### src/rtl/cpu_bus_pkg.sv
// Shared definitions for the SRAM-like CPU bus: arbiter FSM states, master
// owner IDs and transfer size codes.
package cpu_bus_pkg;

  typedef enum logic [1:0] {
    ST_IDLE = 2'd0,
    ST_ADDR = 2'd1,
    ST_DATA = 2'd2
  } state_t;

  localparam logic OWNER_INST = 1'b0;
  localparam logic OWNER_DATA = 1'b1;

  localparam logic [1:0] SIZE_BYTE = 2'd0;
  localparam logic [1:0] SIZE_HALF = 2'd1;
  localparam logic [1:0] SIZE_WORD = 2'd2;

endpackage

### src/rtl/sram_like_arbiter.sv
// Two-master (instruction/data) arbiter onto one SRAM-like slave bus, with at
// most one transaction outstanding and a latched request held stable in ADDR.
module sram_like_arbiter
  import cpu_bus_pkg::*;
#(
  parameter bit DATA_PRIO = 1'b1
) (
  input  logic        clk,
  input  logic        rst,
  input  logic        inst_req,
  input  logic        inst_wr,
  input  logic [1:0]  inst_size,
  input  logic [31:0] inst_addr,
  input  logic [31:0] inst_wdata,
  output logic [31:0] inst_rdata,
  output logic        inst_addr_ok,
  output logic        inst_data_ok,
  input  logic        data_req,
  input  logic        data_wr,
  input  logic [1:0]  data_size,
  input  logic [31:0] data_addr,
  input  logic [31:0] data_wdata,
  output logic [31:0] data_rdata,
  output logic        data_addr_ok,
  output logic        data_data_ok,
  output logic        bus_req,
  output logic        bus_wr,
  output logic [1:0]  bus_size,
  output logic [31:0] bus_addr,
  output logic [31:0] bus_wdata,
  input  logic [31:0] bus_rdata,
  input  logic        bus_addr_ok,
  input  logic        bus_data_ok
);

  state_t      state, next_state;
  logic        owner, last_owner;
  logic        lat_wr;
  logic [1:0]  lat_size;
  logic [31:0] lat_addr, lat_wdata;
  logic        grant_valid, grant_owner;
  logic        addr_hs, data_hs;

  always_ff @(posedge clk or posedge rst) begin
    if (rst) state <= ST_IDLE;
    else     state <= next_state;
  end

  // On a tie, round-robin mode hands the bus to whoever did not own it last.
  always_comb begin
    grant_valid = inst_req | data_req;
    grant_owner = OWNER_INST;
    if (inst_req && data_req)
      grant_owner = DATA_PRIO ? OWNER_DATA : ~last_owner;
    else if (data_req)
      grant_owner = OWNER_DATA;
  end

  always_comb begin
    next_state = state;
    case (state)
      ST_IDLE: if (grant_valid) next_state = ST_ADDR;
      ST_ADDR: if (bus_addr_ok) next_state = bus_data_ok ? ST_IDLE : ST_DATA;
      ST_DATA: if (bus_data_ok) next_state = ST_IDLE;
      default: next_state = ST_IDLE;
    endcase
  end

  always_ff @(posedge clk or posedge rst) begin
    if (rst) begin
      owner      <= OWNER_INST;
      last_owner <= OWNER_INST;
      lat_wr     <= 1'b0;
      lat_size   <= 2'd0;
      lat_addr   <= 32'd0;
      lat_wdata  <= 32'd0;
    end else if (state == ST_IDLE && grant_valid) begin
      owner      <= grant_owner;
      last_owner <= grant_owner;
      if (grant_owner == OWNER_DATA) begin
        lat_wr    <= data_wr;
        lat_size  <= data_size;
        lat_addr  <= data_addr;
        lat_wdata <= data_wdata;
      end else begin
        lat_wr    <= inst_wr;
        lat_size  <= inst_size;
        lat_addr  <= inst_addr;
        lat_wdata <= inst_wdata;
      end
    end
  end

  // Slave handshakes only reach the owner, and only in the states expecting them.
  always_comb begin
    addr_hs      = (state == ST_ADDR) && bus_addr_ok;
    data_hs      = ((state == ST_ADDR) && bus_addr_ok && bus_data_ok) ||
                   ((state == ST_DATA) && bus_data_ok);
    bus_req      = (state == ST_ADDR);
    bus_wr       = lat_wr;
    bus_size     = lat_size;
    bus_addr     = lat_addr;
    bus_wdata    = lat_wdata;
    inst_addr_ok = addr_hs && (owner == OWNER_INST);
    inst_data_ok = data_hs && (owner == OWNER_INST);
    data_addr_ok = addr_hs && (owner == OWNER_DATA);
    data_data_ok = data_hs && (owner == OWNER_DATA);
    inst_rdata   = inst_data_ok ? bus_rdata : 32'd0;
    data_rdata   = data_data_ok ? bus_rdata : 32'd0;
  end

endmodule
### config.mk
export PLATFORM = sky130hd
export DESIGN_NAME = sram_like_arbiter
export DESIGN_NICKNAME = d
export VERILOG_FILES = /design/src/rtl/cpu_bus_pkg.sv /design/src/rtl/sram_like_arbiter.sv
export SDC_FILE = /design/constraint.sdc
export NUM_CORES = 1
export LEC_CHECK = 0
export BUFFER_PORTS_ARGS = -buffer_cell sky130_fd_sc_hd__buf_4
export CAP_MARGIN = 25
export CORE_AREA = 2 2 119 121
export DETAILED_ROUTE_END_ITERATION = 8
export DIE_AREA = 0 0 121 123
export PLACE_DENSITY = 0.65
export SLEW_MARGIN = 5
export SYNTH_ARGS = -nofsm -noshare
export SYNTH_HDL_FRONTEND = slang
export SYNTH_SLANG_ARGS = --single-unit
### constraint.sdc
create_clock -name clk -period 5.85 [get_ports clk]
set_clock_uncertainty 0.1 [all_clocks]
set_input_delay 0.585 -clock clk [delete_from_list [all_inputs] [get_ports clk]]
set_output_delay 0.585 -clock clk [all_outputs]
set_load 0.1 [all_outputs]
==> metrics.yaml <==
run_status:
  status: "completed"
cts:
  cts_tree: "done"
  cts_resized: 0
  cts-root-buf: "clkbuf_16"
  cts.clk_slew.worst_paths_ns: 0.06
  postCtsSetupBuffers: 0
  cts_buffer_depth: 2
  cts_buffers: 9
  clk_latency_ns: 0.33
  postCtsHoldBufs: 0
  clock-sinks: 70
  cts_max_level: 3
synth:
  syn_inst: 344
  yosysSeqAreaShare: 0.426
  synthDistinctLibCells: 18
  post_synth.cell_area_avg_um2: 12.0
  ys_async_sr_fraction: 1.00
  yosysTopAreaCellShare: 0.426
  ys_ff_latch: 70
  synth_fp_nets: 516
  yosysWarnings: 0
  synth_edf_count: 0
  synthFlopType: "dfrtp_1"
  yosys-top-cells-count: "mux2_2 (96), dfrtp_1 (70), mux2_4 (38), nor2_1 (38), nand2_1 (34)"
  synth_most_common_cell: "mux2_2"
  synth.cell_area_um2: 4110
  yosys-top-cells-area: "dfrtp_1 (43%), mux2_2 (26%), mux2_4 (14%)"
  synth_largest_area_cell: "dfrtp_1"
final_layout:
  drive_above_1_share: 0.718
  stdcell_count: 826
  syn_to_final_growth_pct: 66.2
  layout.nets: 813
  fill_cells: 1260
  diodes: 0
place:
  io_buffer_count: 307
  dpl_worst_slack_ns: 2.84
  hpwl_um: 9310
  dp.cells: 808
  place_congestion: 0.770
worst_hold_path:
  hp-class: "in2reg"
  hold_depth: 2
timing:
  slew_viol_final: 0
  setup_viol: 0
  fin_crit_sh: 0.507
  worst_slack_ns: 2.88
  maxSlewHeadroom: 0.364
  rsz0062_at_grt: "no"
  period_needed_ns: 2.97
  final_hold_viol_count: 0
  tightest_slew_ns: 0.954
  setup_tns_ns: 0
  max_freq_mhz: 337
setup_path:
  crit_type: "reg2out"
  crit_path_end_kind: "primary output"
  worst_ep_required_time_ns: 5.16
  start_kind: "flip-flop"
  critPathMaxFanout: 33
  cp.arrival_ns: 2.28
  ff2ff_setup_slack_ns: 3.80
  rr_worst_depth: 4
floorplanning:
  core_area_um2: 13600
  die_y_um: 123
  die_w_um: 121
  io_pins: 308
  start_util: 0.302
  rows: 43
  die-area_um2: 14900
route:
  dr.pass1.iters: 4
  dr.first_iter.drc_count: 107
  vias: 3661
  wl_um: 12100
  wire_per_inst_um: 14.7
  route.detailed.drc: 0
  antenna_left: 0
  routed_via_density: 4.43
grt:
  grt_pass1_wl_um: 18200
  grt_start_max_net_pins: 71
  grt_pass1_vias: 3712
  antenna_found_initial: 0
  grt_usage: 0.154
  gr-total-overflow: 0
run:
  maxCapViolCount: 0
-- per-layer routing --
layer	part of all wire	wire (um)	track usage	vias up
met1	0.36	4360	0.168	1716
li1	-	-	-	1760
met5	0	0	0	-
met2	0.54	6540	0.282	173
met4	0.012	144	0.0509	0
met3	0.089	1070	0.0489	12
-- cell usage in the layout, fill, tap and decap left out --
| cell | instances |
|---|---|
| buf_8 | 1 |
| dfrtp_1 | 70 |
| nor2b_1 | 2 |
| clkinvlp_4 | 3 |
| and2_1 | 32 |
| buf_16 | 1 |
| clkinv_2 | 2 |
| buf_4 | 308 |
| and3b_1 | 1 |
| o21ai_2 | 1 |
| o211a_1 | 1 |
| o21a_4 | 1 |
| nand2_1 | 34 |
| a21o_1 | 1 |
| inv_6 | 1 |
| clkbuf_16 | 9 |
| mux2_4 | 38 |
| inv_1 | 2 |
| buf_12 | 1 |
| a22o_1 | 1 |
| nor2_1 | 38 |
| inv_2 | 1 |
| clkinv_4 | 1 |
| mux2_2 | 96 |
-- stage by stage --
| step | instance area [um^2] | hold slack (ns) | util |
|---|---|---|---|
| final | 6830 | 0.333 | 0.502 |
| after global routing | 6830 | 0.323 | 0.502 |
| after CTS | 6780 | 0.323 | 0.498 |
| after detailed placement | 6510 | 0.397 | 0.478 |
| after global placement | 6490 | 0.393 | 0.477 |
| after floorplan | 4110 | 0.480 | - |
-- sequential cells by signal, indices dropped and copies added (netlist names) --
| register | count |
|---|---|
| state | 2 |
| owner | 1 |
| bus_size | 2 |
| bus_wr | 1 |
| bus_wdata | 32 |
| bus_addr | 32 |
-- final timing paths --
path	from	to
worst min-delay path	bus_data_ok	state[1]
max in group asynchronous	rst	bus_wdata[25]
worst max-delay path	owner	inst_rdata[28]
min in group asynchronous	rst	bus_addr[27]
worst min register to register	bus_addr[23]	bus_addr[23]
worst max register to register	state[1]	bus_size[0]
-- cell type report --
| cell class | count | area (um^2) | share of cell area |
|---|---|---|---|
| Clock inverter | 7 | 50.0 | 0.00733 |
| Timing Repair Buffer | 311 | 2370 | 0.348 |
| Tap cell | 180 | 225 | 0.0330 |
| Clock buffer | 9 | 225 | 0.0330 |
| Sequential cell | 70 | 1750 | 0.256 |
| Multi-Input combinational cell | 246 | 2190 | 0.321 |
| Inverter | 3 | 11.3 | 0.00165 |
-- worst max-delay path, cell delays in order (launching register included) --
cell and delay [ns]:
dfrtp_1 0.46, buf_16 0.20, inv_1 0.11, o211a_1 0.63, and2_1 0.24, buf_4 0.29
-- cells by family (layout without fill, tap and decap cells) --
logic type             count (synthesis)  after routing  synth area share
AND/OR/NAND/NOR                      107            107             0.120
AO/OA/AOI/OAI                          5              5           0.00974
multiplexers                         134            134             0.402
flip-flops                            70             70             0.426
buffers and inverters                 28            330            0.0429
Power is left out: the tool's default activity adds up to more than one toggle a clock period on the data nets, which glitch-free logic cannot reach.
